<file path="src/rtl/maxnet_pkg.sv">
`default_nettype none
// ============================================================================
// Module      : maxnet_pkg
// Description : Shared FSM state encoding and default sizing for the maxnet
//               activation feeder.
// Revision    : 1.0 - initial release
// ============================================================================
package maxnet_pkg;

    localparam int c_N_DEFAULT       = 4;
    localparam int c_DATA_W_DEFAULT  = 8;
    localparam int c_RES_W_DEFAULT   = 5;
    localparam int c_TIMEOUT_DEFAULT = 255;

    typedef enum logic [1:0] {
        ST_LOAD = 2'd0,
        ST_FIRE = 2'd1,
        ST_WAIT = 2'd2,
        ST_OUT  = 2'd3
    } state_t;

endpackage
`default_nettype wire

</file>
<file path="src/rtl/maxnet_feeder_if.sv">
`default_nettype none
// ============================================================================
// Module      : maxnet_feeder_if
// Description : Upstream activation, maxnet and downstream result signals of
//               the feeder, bundled with modports for each side.
// Revision    : 1.0 - initial release
// ============================================================================
interface maxnet_feeder_if #(
    parameter int N      = maxnet_pkg::c_N_DEFAULT,
    parameter int DATA_W = maxnet_pkg::c_DATA_W_DEFAULT,
    parameter int RES_W  = maxnet_pkg::c_RES_W_DEFAULT
) ();

    logic                  in_valid;
    logic [DATA_W-1:0]     in_data;
    logic                  in_ready;
    logic                  mx_start;
    logic [N*DATA_W-1:0]   mx_data;
    logic                  mx_done;
    logic [RES_W-1:0]      mx_result;
    logic                  res_valid;
    logic [RES_W-1:0]      res_data;
    logic                  res_err;
    logic                  res_ready;
    logic                  busy;

    // Feeder side
    modport slave (
        input  in_valid, in_data, mx_done, mx_result, res_ready,
        output in_ready, mx_start, mx_data, res_valid, res_data, res_err, busy
    );

    // Environment side: upstream source, maxnet core and downstream sink
    modport master (
        output in_valid, in_data, mx_done, mx_result, res_ready,
        input  in_ready, mx_start, mx_data, res_valid, res_data, res_err, busy
    );

endinterface
`default_nettype wire

</file>
<file path="src/rtl/feeder_slot_bank.sv">
`default_nettype none
// ============================================================================
// Module      : feeder_slot_bank
// Description : N activation registers, one written per enabled cycle at the
//               given index, all presented on a flat read bus.
// Revision    : 1.0 - initial release
// ============================================================================
module feeder_slot_bank #(
    parameter int N      = maxnet_pkg::c_N_DEFAULT,
    parameter int DATA_W = maxnet_pkg::c_DATA_W_DEFAULT,
    parameter int IDX_W  = $clog2(maxnet_pkg::c_N_DEFAULT)
) (
    input  wire logic                clk,
    input  wire logic                rst,
    input  wire logic                we,
    input  wire logic [IDX_W-1:0]    idx,
    input  wire logic [DATA_W-1:0]   wdata,
    output logic      [N*DATA_W-1:0] rdata
);

    for (genvar k = 0; k < N; k++) begin : g_slot
        logic [DATA_W-1:0] r_slot;

        always_ff @(posedge clk or negedge rst) begin
            if (!rst) begin
                r_slot <= '0;
            end else if (we && (idx == IDX_W'(k))) begin
                r_slot <= wdata;
            end
        end

        assign rdata[k*DATA_W +: DATA_W] = r_slot;
    end

endmodule
`default_nettype wire

</file>
<file path="src/rtl/maxnet_feeder.sv">
`default_nettype none
// ============================================================================
// Module      : maxnet_feeder
// Description : Buffers N activations, fires maxnet, waits for its result
//               under a watchdog and hands the result downstream.
// Revision    : 1.0 - initial release
// ============================================================================
module maxnet_feeder
    import maxnet_pkg::*;
#(
    parameter int N       = c_N_DEFAULT,
    parameter int DATA_W  = c_DATA_W_DEFAULT,
    parameter int RES_W   = c_RES_W_DEFAULT,
    parameter int TIMEOUT = c_TIMEOUT_DEFAULT
) (
    input  wire logic         clk,
    input  wire logic         rst,
    maxnet_feeder_if.slave    bus
);

    localparam int IDX_W = $clog2(N);
    localparam int WD_W  = $clog2(TIMEOUT + 1);

    localparam logic [IDX_W-1:0] c_idx_last = IDX_W'(N - 1);
    localparam logic [WD_W-1:0]  c_timeout  = WD_W'(TIMEOUT);

    state_t             r_state;
    logic [IDX_W-1:0]   r_idx;
    logic [WD_W-1:0]    r_wd;
    logic [RES_W-1:0]   r_res_data;
    logic               r_res_err;

    logic               w_in_ready;
    logic               w_accept;
    logic [WD_W-1:0]    w_wd_next;
    logic [N*DATA_W-1:0] w_slots;

    // Gated by reset so upstream never sees ready while the block is held.
    assign w_in_ready = rst && (r_state == ST_LOAD);
    assign w_accept   = w_in_ready && bus.in_valid;
    assign w_wd_next  = r_wd + 1'b1;

    always_ff @(posedge clk or negedge rst) begin
        if (!rst) begin
            r_state    <= ST_LOAD;
            r_idx      <= '0;
            r_wd       <= '0;
            r_res_data <= '0;
            r_res_err  <= 1'b0;
        end else begin
            case (r_state)
                ST_LOAD: begin
                    if (w_accept) begin
                        if (r_idx == c_idx_last) begin
                            r_idx   <= '0;
                            r_state <= ST_FIRE;
                        end else begin
                            r_idx <= r_idx + 1'b1;
                        end
                    end
                end
                ST_FIRE: begin
                    r_wd    <= '0;
                    r_state <= ST_WAIT;
                end
                ST_WAIT: begin
                    r_wd <= w_wd_next;
                    // A completion in the expiry cycle still takes priority.
                    if (bus.mx_done) begin
                        r_res_data <= bus.mx_result;
                        r_res_err  <= 1'b0;
                        r_state    <= ST_OUT;
                    end else if (w_wd_next == c_timeout) begin
                        r_res_data <= '1;
                        r_res_err  <= 1'b1;
                        r_state    <= ST_OUT;
                    end
                end
                ST_OUT: begin
                    if (bus.res_ready) begin
                        r_state <= ST_LOAD;
                    end
                end
                default: begin
                    r_state <= ST_LOAD;
                end
            endcase
        end
    end

    feeder_slot_bank #(
        .N      (N),
        .DATA_W (DATA_W),
        .IDX_W  (IDX_W)
    ) u_slot_bank (
        .clk   (clk),
        .rst   (rst),
        .we    (w_accept),
        .idx   (r_idx),
        .wdata (bus.in_data),
        .rdata (w_slots)
    );

    assign bus.in_ready  = w_in_ready;
    assign bus.mx_start  = (r_state == ST_FIRE);
    assign bus.mx_data   = w_slots;
    assign bus.res_valid = (r_state == ST_OUT);
    assign bus.res_data  = r_res_data;
    assign bus.res_err   = r_res_err;
    assign bus.busy      = (r_state != ST_LOAD);

endmodule
`default_nettype wire

</file>
<file path="src/flat_wrapper.sv">
// flat-port wrapper written by rule: the top's interface ports become plain ports
module maxnet_feeder_flat import maxnet_pkg::*;
#(
    parameter int N       = c_N_DEFAULT,
    parameter int DATA_W  = c_DATA_W_DEFAULT,
    parameter int RES_W   = c_RES_W_DEFAULT,
    parameter int TIMEOUT = c_TIMEOUT_DEFAULT
)
  (clk, rst, bus_in_valid, bus_in_data, bus_mx_done, bus_mx_result, bus_res_ready, bus_in_ready, bus_mx_start, bus_mx_data, bus_res_valid, bus_res_data, bus_res_err, bus_busy);
  maxnet_feeder_if #(.N(N), .DATA_W(DATA_W), .RES_W(RES_W)) bus_i ();
  input  wire logic clk;
  input  wire logic rst;
  input wire logic [$bits(bus_i.in_valid)-1:0] bus_in_valid;
  input wire logic [$bits(bus_i.in_data)-1:0] bus_in_data;
  input wire logic [$bits(bus_i.mx_done)-1:0] bus_mx_done;
  input wire logic [$bits(bus_i.mx_result)-1:0] bus_mx_result;
  input wire logic [$bits(bus_i.res_ready)-1:0] bus_res_ready;
  output wire logic [$bits(bus_i.in_ready)-1:0] bus_in_ready;
  output wire logic [$bits(bus_i.mx_start)-1:0] bus_mx_start;
  output wire logic [$bits(bus_i.mx_data)-1:0] bus_mx_data;
  output wire logic [$bits(bus_i.res_valid)-1:0] bus_res_valid;
  output wire logic [$bits(bus_i.res_data)-1:0] bus_res_data;
  output wire logic [$bits(bus_i.res_err)-1:0] bus_res_err;
  output wire logic [$bits(bus_i.busy)-1:0] bus_busy;
  assign bus_i.in_valid = bus_in_valid;
  assign bus_i.in_data = bus_in_data;
  assign bus_i.mx_done = bus_mx_done;
  assign bus_i.mx_result = bus_mx_result;
  assign bus_i.res_ready = bus_res_ready;
  assign bus_in_ready = bus_i.in_ready;
  assign bus_mx_start = bus_i.mx_start;
  assign bus_mx_data = bus_i.mx_data;
  assign bus_res_valid = bus_i.res_valid;
  assign bus_res_data = bus_i.res_data;
  assign bus_res_err = bus_i.res_err;
  assign bus_busy = bus_i.busy;
  maxnet_feeder #(.N(N), .DATA_W(DATA_W), .RES_W(RES_W), .TIMEOUT(TIMEOUT)) u_core (.clk(clk), .rst(rst), .bus(bus_i));
endmodule
</file>
<file path="config.mk">
export PLATFORM = sky130hd
export DESIGN_NAME = maxnet_feeder_flat
export DESIGN_NICKNAME = d
export VERILOG_FILES = /design/src/rtl/maxnet_pkg.sv /design/src/rtl/maxnet_feeder_if.sv /design/src/rtl/feeder_slot_bank.sv /design/src/rtl/maxnet_feeder.sv /design/src/flat_wrapper.sv
export SDC_FILE = /design/constraint.sdc
export NUM_CORES = 1
export LEC_CHECK = 0
export BUFFER_PORTS_ARGS = -buffer_cell sky130_fd_sc_hd__buf_2
export CELL_PAD_IN_SITES_DETAIL_PLACEMENT = 0
export CELL_PAD_IN_SITES_GLOBAL_PLACEMENT = 1
export CORE_MARGIN = 4
export CORE_UTILIZATION = 35
export DETAILED_ROUTE_END_ITERATION = 8
export GPL_ROUTABILITY_DRIVEN = 0
export MAX_ROUTING_LAYER = met4
export PLACE_DENSITY_LB_ADDON = 0.1
export SLEW_MARGIN = 20
export SYNTH_ARGS = -nofsm -noshare
export SYNTH_HDL_FRONTEND = slang
export SYNTH_HIERARCHICAL = 1
export SYNTH_SLANG_ARGS = --single-unit
</file>
<file path="constraint.sdc">
create_clock -name clk -period 2.3 [get_ports clk]
set_clock_uncertainty 0.15 [all_clocks]
set_input_delay 0.46 -clock clk [delete_from_list [all_inputs] [get_ports clk]]
set_output_delay 0.46 -clock clk [all_outputs]
set_load 0.02 [all_outputs]
</file>
Word level (Yosys, flattened, before mapping):

Index checks and enable logic that the tools add are counted.

* flip-flop bits (word level): 50
* bits in latches: 0
* RAM bits: 0
* ROM bits: 0
* input port bits: 18
* output and inout port bits: 42
* word-level logic and storage cells: 48
* memories kept: 0

* add/sub/neg operators: 2
* $mul: 0
* divide/modulo/power cells: 0
* magnitude comparators: 0
* equality and inequality tests: 11
* shift-type cells: 0
* muxes and demuxes: 12
* bitwise gates (word level): 0
* reductions and logical operators: 14

Operators with widths (count)
* one-hot mux 8 bit (2 select lines): 1
* two-way mux 2 bit: 6
* two-way mux 5 bit: 2
* adder 8 x 1 -> 8 bit, second input constant: 1
* == test 2 bit, second input constant: 4
* == test 8 bit, second input constant: 1
* one-hot mux 2 bit (4 select lines): 1
* logical AND 1 bit: 6
* inequality test 2 bit, second input constant: 3
* nonzero test 2 bit: 3
* == test 2 x 1 -> 1 bit, second input constant: 2
* logical NOT 2 bit: 2
* AND reduction 2 bit: 2
* AND reduction 4 bit: 1
* inequality test 3 x 2 -> 1 bit, second input constant: 1
* adder 2 x 1 -> 2 bit, second input constant: 1
* two-way mux 1 bit: 2

Longest topological paths before layout:

Gate-level depths: netlist of the first run.

* depth in word-level cells: 5
* mapped depth: 7

Cells and area by module:

The synthesis of the first run kept the hierarchy.

By module, submodules not included
* feeder_slot_bank: instances 1, cells an instance 68, area each 1212.4 um^2
* maxnet_feeder: instances 1, cells an instance 121, area each 1103.6 um^2

Least setup slack after synthesis of the first run:

OpenSTA, ideal clock, no wires.

* path type: register -> register
* start: reg u_core.r_state[0]
* end: reg u_core.u_slot_bank.g_slot[0].r_slot[0]
* setup time: 125 ps
* arrival: 1929 ps
* required time: 2025 ps
* slack: 96 ps
* stages on the path, launching flop included: 8
* clock period less this slack: 2204 ps
* path through: dfrtp_1 -> inv_1 -> ha_1 -> and2_1 -> nand2_1 -> inv_1 -> nor3b_4 -> mux2_2

* longest elaborated chain between the ends: 4

Ends and longest elaborated chain
* start: declaration: RTL line maxnet_feeder.sv:27 `state_t r_state;`
* start signal: assignment: RTL line maxnet_feeder.sv:45 `r_state <= ST_LOAD;`
* start signal: assignment: RTL line maxnet_feeder.sv:56 `r_state <= ST_FIRE;`
* start signal: assignment: RTL line maxnet_feeder.sv:64 `r_state <= ST_WAIT;`
* logical NOT 2 bit: RTL line maxnet_feeder.sv:39 `assign w_in_ready = rst && (r_state == ST_LOAD);`
* logical AND 1 bit: RTL line maxnet_feeder.sv:39
* via bus_in_ready: RTL line flat_wrapper.sv:18 `output wire logic [$bits(bus_i.in_ready)-1:0] bus_in_ready;`
* logical AND 1 bit: RTL line maxnet_feeder.sv:40 `assign w_accept = w_in_ready && bus.in_valid;`
* via u_core.w_accept: RTL line maxnet_feeder.sv:34 `logic w_accept;`
* logical AND 1 bit: RTL line feeder_slot_bank.sv:27 `end else if (we && (idx == IDX_W'(k))) begin`
* end signal: assignment: RTL line feeder_slot_bank.sv:28 `r_slot <= wdata;`
* end: declaration: RTL line feeder_slot_bank.sv:22 `logic [DATA_W-1:0] r_slot;`

The timed path passes the listed nets, and every way through them passes these cells.
A chain may end at the register's enable or synchronous reset.

Worst setup path after layout of the first run:

* start: reg u_core.r_state[1]
* end: reg u_core.u_slot_bank.g_slot[0].r_slot[1]

* longest elaborated chain between the ends: 4

Ends and longest elaborated chain (RTL line)
* logical NOT 2 bit: maxnet_feeder.sv:39
* logical AND 1 bit: maxnet_feeder.sv:39
* logical AND 1 bit: maxnet_feeder.sv:40
* via u_core.w_accept: maxnet_feeder.sv:34
* logical AND 1 bit: feeder_slot_bank.sv:27

The timed path passes the listed nets, and every way through them passes these cells.

==> results of run 1 <==
-- critical path: stages (launching register included) --
cell and delay, ns:
dfrtp_1 0.43, inv_1 0.14, ha_1 0.20, and2_1 0.14, nand2_1 0.10, inv_1 0.16, nor3b_4 0.19, buf_4 0.19
mux2_2 0.34
-- how the worst max path moves through the flow --
stage	from	end	cells after the start
after global placement	u_core/r_state[0]$_DFFE_PN0P_	u_core/u_slot_bank/g_slot[0].r_slot[7]$_DFFE_PN0P_	8
after detailed placement	u_core/r_state[0]$_DFFE_PN0P_	u_core/u_slot_bank/g_slot[0].r_slot[3]$_DFFE_PN0P_	8
final	u_core/r_state[1]$_DFFE_PN0P_	u_core/u_slot_bank/g_slot[0].r_slot[1]$_DFFE_PN0P_	8
after floorplan	u_core/r_state[0]$_DFFE_PN0P_	u_core/u_slot_bank/g_slot[0].r_slot[0]$_DFFE_PN0P_	7
after global routing	u_core/r_state[0]$_DFFE_PN0P_	u_core/u_slot_bank/g_slot[0].r_slot[2]$_DFFE_PN0P_	8
after CTS	u_core/r_state[0]$_DFFE_PN0P_	u_core/u_slot_bank/g_slot[0].r_slot[3]$_DFFE_PN0P_	8
-- cells in the final DEF, fill, tap and decap left out, drive strengths merged, types with 2 or more instances in the layout --
master / synthesis / layout
nand3b: 2 / 2
inv: 6 / 7
clkbuf: 2 / 6
buf: 1 / 63
nand2: 18 / 18
mux2: 33 / 33
ha: 8 / 8
a21oi: 9 / 9
o2bb2ai: 2 / 2
nand3: 6 / 6
a22o: 3 / 3
nand2b: 2 / 2
o31ai: 3 / 3
and2: 2 / 2
o21ai: 4 / 4
nor2: 11 / 11
dfrtp: 50 / 50
nor3b: 2 / 2
o22ai: 8 / 8
mux2i: 3 / 3
-- state kept, by name, summed over array words and instances (netlist names) --
name,cells
u_core/r_state,2
u_core/bus.res_err,1
u_core/r_idx,2
u_core/u_slot_bank/g_slot.r_slot,32
u_core/bus.res_data,5
u_core/r_wd,8
-- cell families (layout without fill, tap and decap cells) --
group | Yosys count | after routing
XOR/XNOR | 1 | 1
AND/OR/NAND/NOR | 52 | 52
flip-flops | 50 | 50
AO/OA/AOI/OAI | 32 | 32
multiplexers | 36 | 36
adder cells (fa/ha/maj) | 8 | 8
buffers and inverters | 10 | 78
-- power by group through the flow --
stage / Sequential, W / Clock (W) / Combinational [W]
after global routing: 0.00149 / 0.000719 / 0.00190
after detailed placement: 0.00147 / 0 / 0.00173
after global placement: 0.00146 / 0 / 0.00172
after CTS: 0.00144 / 0.000696 / 0.00173
final: 0.00144 / 0.000668 / 0.00170
after floorplan: 0.00181 / 0 / 0.000791
-- area by class of cell --
cell class              count  area, µm²
fillers                   625       3540
flip-flops and latches     50       1250
multi-input cells         129       1030
repair buffers             63        325
well taps                  77       96.3
clock buffers               6       82.6
clock inverters             2       38.8
inverters                   7       26.3
-- routing by layer --
layer	share of wire (%)	track usage, %	up-vias
met4	1.4	4.06	0
met1	47	18.1	785
met5	0	-	-
met3	6.5	3.23	8
met2	45	19.8	40
li1	-	-	824
-- stage by stage --
step / setup slack, ns / std cells / power (W) / instance area (µm²) / hold WS, ns
after detailed placement: 0.153 / 326 / 0.00320 / 2730 / 0.331
after floorplan: 0.0959 / 189 / 0.00260 / 2320 / 0.0144
after global routing: 0.0136 / 334 / 0.00410 / 2850 / 0.207
after global placement: 0.223 / 326 / 0.00318 / 2730 / 0.320
after CTS: 0.150 / 334 / 0.00388 / 2850 / 0.191
final: 0.147 / 334 / 0.00381 / 2850 / 0.165
==> impl_results.md, run 1 <==
* WL/cell at 14.8 µm
* # setup viols final at 0
* Post-synth EDFFs at 0
* Routed vias at ~1700
* Initial Utilization at 36.3%
* Largest net degree at the start of global routing at roughly 50
* Seq pwr share at 37.8%
* Max FO, Critical Path at 8
* Hold_buf cts at 0
* Initial drt markers at 37
* Avg Cell Area, Syn at 12.3 µm²
* Min Tclk post-route at between 2 and 2.5 ns
* CTS clk-pin slew, worst paths at 0.10 ns
* Ant diodes at 0
* Detailed Route WL at 4950 µm
* DP Wirelength at 3600 µm
* Switching fraction of total power at 40.3%
* Vias in the first global route at about 1500
* CTS buffer count at 5
* Peak supply drop at 0.000581 V
* IO Pins at 60
* Final antenna-violating net count at 0
* Clock power share at between 15 and 20%
* DR DRC count at 0
* I/O Buffers at just under 60
* Post-CTS setup buffers at 0
* Max-cap viol count at 0
* Post-cts resize count at 0
* Largest family of logic cells by synthesized area: multiplexers
* Post-synthesis register bit count at 50
* Top-area cell type share of the netlist area at 54.0%
* Max H-tree Level at 2
* Period utilisation layout at 93.6%
* Drt via density at 4.96
* Final hold vios at 0
* Worst-Margin Slew at around 0.65 ns
* CORE AREA at 6390 µm²
* CP endpoint kind: register
* Fmax at roughly 460 MHz
* Initial antenna violation count at 0
* Adder-cell share of the synthesized area at 4.32%
* Clk root buf: clkbuf_8
* Cells after Synth at 189
* Mapped Nets at 215
* Yosys cell types at 40
* Fraction of registers with async set/reset at 100%
* Grt ovf at 0
* Worst reg2reg path endpoint: u_core/u_slot_bank/g_slot[0].r_slot[1]$_DFFE_PN0P_
* Most frequent cells after synthesis: dfrtp_1, mux2_2, nand2_1
* Compound-Gate Fraction of Synth Area at 9.18%
* Synth Area in Simple Gates at 13.1%
* Vert. Die Dim at approximately 89 µm
* Worst reg2reg setup slack at 0.15 ns
* Gr usage total at about an eighth
* Area Growth Syn to Fin at 22.9%
* CTS tree: yes
* Pint at 0.00227 W
* Std-Cell Rows at 29
* Pwr dens at 1340 nW/µm²
* Combinational power share at 44.6%
* Seq/Total Area, Yosys at between 50 and 60%
* Final Util at 44.6%
* Yosys warning count at 6
* Worst r2r src: u_core/r_state[1]$_DFFE_PN0P_
* Max Slew Vio Count at 0
* Worst R2R Path Depth at 8
* Run status: completed
* Top FF cell, synth: dfrtp_1
* Net Switching at 0.00154 W
* First-pass GRT wire length at 7820 µm
* Synth top area cells: dfrtp_1, mux2_2, ha_1
* Worst EP arrival at 2.20 ns
* Die area at approximately 8000 µm²
* Clock sinks at 50
* Pleak at 1.42 nW
* Cell with the most instances after synthesis: dfrtp_1
* Worst skew pair latency at between 0.3 and 0.4 ns
* Post-Syn Area at 2320 µm²
* NumNets Final at around 280
* Largest area contributor in the netlist: dfrtp_1
* Post-Synth XOR/XNOR Area at less than 1%
* Share of cells above drive strength 1 at 44.4%
* RSZ-0062 raised after global routing: no
* Setup TNS at 0 ns
* Crit Path Class: register to register
* Max_slew headroom at 56.9%
* Hold/Removal Path Class: input pin to async pin
* Worst endpoint required time at 2.35 ns
* Drt first pass iters at 4
* Proportion of synthesized area in mux cells at 17.3%
* Die span in x at 89.3 µm
* Crit path launch type: register
* Clock Path Buffers at 2
Note: power is estimated with default switching activity, not from simulation.
==> run 2, diff against run 1 <==
ABC_AREA = 1   (was not set)
HOLD_SLACK_MARGIN = 0.1   (was not set)
==> run 2 against run 1 <==
Setup slack improved by 0.25 ns. First-iteration DRC count increased to 2.8 times the previous value. Highest routed layer unchanged. Critical endpoint is now u_core/bus.res_data[0]$_DFFE_PN0P_. Fmax increased by 13%. Synthesized cell count increased by 43%. Register-to-register slack improved by 0.25 ns. Combinational power increased by 11%. Via count increased by 19%. Critical path type unchanged. Utilization decreased by 1.6 points. Final cell count increased by 28%.
==> impl_results.md, run 2 <==
* Max_slew headroom at 57.2% (+0.25 points)
* Clock power share at 14.0% (-3.6 points)
* Worst R2R Path Depth at 11 (+3)
* CTS tree: yes
* Std-Cell Rows at 30 (+3.4%)
* Seq/Total Area, Yosys at 50.9% (-3.1 points)
* Max Slew Vio Count at 0 (unchanged)
* Crit Path Class: register to register
* Die span in x at 91.8 µm (+2.8%)
* Post-CTS setup buffers at 0 (unchanged)
* Hold_buf cts at 0 (unchanged)
* CP endpoint kind: register
* Combinational power share at 49.0% (+4.4 points)
* Yosys cell types at 23 (-43%)
* IO Pins at 60 (unchanged)
* Drt first pass iters at 4 (unchanged)
* Peak supply drop at 0.000479 V (-18%)
* Vert. Die Dim at 91.8 µm (+2.8%)
* Setup TNS at 0 ns (unchanged)
* Fraction of registers with async set/reset at 100% (unchanged)
* Worst-Margin Slew at 0.642 ns (-0.00373 ns)
* Fill cell count at 727 (+16%)
* Hold Slack at 0.175 ns (+0.0101 ns)
* Top-area cell type share of the netlist area at 50.9% (-3.1 points)
* Clock Path Buffers at 2 (unchanged)
* Max-cap viol count at 0 (unchanged)
* Largest net degree at the start of global routing at 51 (unchanged)
* Share of cells above drive strength 1 at 26.4% (-18 points)
* Yosys warning count at 6 (unchanged)
* Period utilisation layout at 82.9% (-11 points)
* Hold/Removal Path Class: input pin to async pin
* Max FO, Critical Path at 12 (+4)
* Worst skew pair latency at 0.30 ns (about the same)
* Vias in the first global route at 2027 (+34%)
* RSZ-0062 raised after global routing: no
* # setup viols final at 0 (unchanged)
* Worst endpoint required time at 2.34 ns (about the same)
* Crit path launch type: register
* Most common cell after layout, fill and taps aside: nand2_1
* NumNets Final at 358 (+27%)
* Gr usage total at 14.9% (+1.6 points)
* Initial Utilization at 36.2% (-0.078 points)
* Fmax at 525 MHz (+13%)
* Most frequent cells after synthesis: nand2_1, dfrtp_1, nand4_1
* DP Wirelength at 4070 µm (+13%)
* Detailed Route WL at 5760 µm (+16%)
* Clk root buf: clkbuf_8
* Final setup margin at 0.394 ns (+0.247 ns)
* Pwr dens at 1320 nW/µm² (-1.2%)
* Seq. cell area at 1250 µm² (unchanged)
* Net Switching at 0.00173 W (+13%)
* Final antenna-violating net count at 0 (unchanged)
* Area occupied by multi-input gates at 1000 µm² (-2.2%)
* Area Growth Syn to Fin at 18.7%
* Ant diodes at 0 (unchanged)
* Run status: completed
* Max reg flops at 32 (unchanged)
* Register name with the most flops: u_core/u_slot_bank/g_slot.r_slot
* CORE AREA at 6790 µm² (+6.4%)
* Pre-CTS setup slack at 0.378 ns (+0.225 ns)
* First-pass GRT wire length at 9930 µm (+27%)
* CTS clk-pin slew, worst paths at 0.10 ns (about the same)
* Routed vias at 1967 (+19%)
* Final Util at 42.9% (-1.6 points)
* Post-Syn Area at 2460 µm² (+6.2%)
* Pwr Total at 0.00385 W (+1.2%)
* Grt ovf at 0 (unchanged)
* Post-synth EDFFs at 0 (unchanged)
* Initial antenna violation count at 0 (unchanged)
* Die area at 8430 µm² (+5.6%)
* Seq pwr share at 37.1% (-0.7 points)
* Initial drt markers at 105 (+180%)
* WL/cell at 13.4 µm (-9.4%)
* Pint at 0.00212 W (-6.6%)
* Min Tclk post-route at 1.91 ns (-0.247 ns)
* Largest area contributor in the netlist: dfrtp_1
* CTS buffer count at 5 (unchanged)
* Top FF cell, synth: dfrtp_1
* Avg Cell Area, Syn at 9.07 µm² (-26%)
* Post-cts resize count at 0 (unchanged)
* Pleak at 1.56 nW (+10%)
* Cell with the most instances after synthesis: nand2_1
* Clock sinks at 50 (unchanged)
* Drt via density at 4.59 (-7.6%)
* Most frequent cells in the layout: nand2_1, buf_2, dfrtp_1
* Worst EP arrival at 1.94 ns (-0.26 ns)
* I/O Buffers at 59 (unchanged)
* Post-synthesis register bit count at 50 (unchanged)
* Mapped Nets at 297 (+38%)
* Synth top area cells: dfrtp_1, nand2_1, nand4_1
* DR DRC count at 0 (unchanged)
* Max H-tree Level at 2 (unchanged)
* Final hold vios at 0 (unchanged)
* Cells after Synth at 271 (+43%)
* Switching fraction of total power at 45.0% (+4.6 points)
* Worst reg2reg setup slack at 0.39 ns (+0.25 ns)
[run 2: cell count changes in the layout (fill, tap and decap cells not counted), moves of 3 or more]
cell,change
nand2_1,+84
mux2_2,-33
nand4_1,+25
nand3_1,+13
inv_1,+12
a21oi_1,-6
o21ai_2,+6
o22ai_1,-4
mux2i_1,-3
o31ai_1,-3
[run 2: path summary, 6_finish.rpt]
| path | from | end |
|---|---|---|
| setup / recovery | u_core/r_wd[0]$_DFFE_PN0P_ | u_core/bus.res_data[0]$_DFFE_PN0P_ |
| setup reg to reg | u_core/r_wd[0]$_DFFE_PN0P_ | u_core/bus.res_data[0]$_DFFE_PN0P_ |
| max in group asynchronous | rst | u_core/bus.res_data[3]$_DFFE_PN0P_ |
| hold / removal | rst | u_core/u_slot_bank/g_slot[2].r_slot[2]$_DFFE_PN0P_ |
| min in group clk | bus_mx_done | u_core/bus.res_err$_DFFE_PN0P_ |
| hold reg to reg | u_core/u_slot_bank/g_slot[0].r_slot[4]$_DFFE_PN0P_ | u_core/u_slot_bank/g_slot[0].r_slot[4]$_DFFE_PN0P_ |
[run 2: cell type report]
type | count | share of cell area (%)
clock buffers | 6 | 2.83
flip-flops and latches | 50 | 42.9
multi-input cells | 191 | 34.4
repair buffers | 64 | 11.8
inverters | 20 | 3.52
well taps | 96 | 4.12
clock inverters | 2 | 0.429
[run 2: layer usage]
layer	vias to the layer above	wire length, µm	part of all wire (%)	global-route usage (%)
li1	1023	-	-	-
met1	889	2780	48	19.9
met2	47	2580	45	22.8
met3	8	261	4.5	2.87
met4	0	133	2.3	5.20
met5	-	0	0	-
[run 2: kinds of logic (layout without fill, tap and decap cells)]
kind of cell    after synthesis  count (layout)  share of synthesized area (%)
compound gates               20              20                           5.29
buf+inv                      30              92                           8.29
simple gates                163             163                           31.5
flops                        50              50                           50.9
fa+ha+maj                     8               8                           4.07
[run 2: worst max-delay path, cell delays in order (launching register included)]
cell and delay (ns):
dfrtp_1 0.45, ha_1 0.26, nand3_1 0.13, nand2_1 0.06
nand2_1 0.08, nand3_1 0.07, nor2_1 0.09, nand2_1 0.08
nand2_1 0.07, nand2_2 0.16, nand2_1 0.14, o21ai_2 0.05
[run 2: stage by stage]
step | instance area (µm²) | std cells
detailed placement | 2820 | 421
CTS | 2920 | 429
global placement | 2820 | 421
global route | 2920 | 429
floorplan | 2460 | 271
finish | 2920 | 429
[run 2: power groups by stage]
| stage | Clock [W] | Combinational, W | Sequential (W) |
|---|---|---|---|
| 3_3_place_gp | 0 | 0.00190 | 0.00145 |
| 2_1_floorplan | 0 | 0.000992 | 0.00183 |
| 4_1_cts | 0.000562 | 0.00192 | 0.00144 |
| 6_report | 0.000539 | 0.00189 | 0.00143 |
| 3_5_place_dp | 0 | 0.00191 | 0.00145 |
| 5_1_grt | 0.000601 | 0.00211 | 0.00148 |
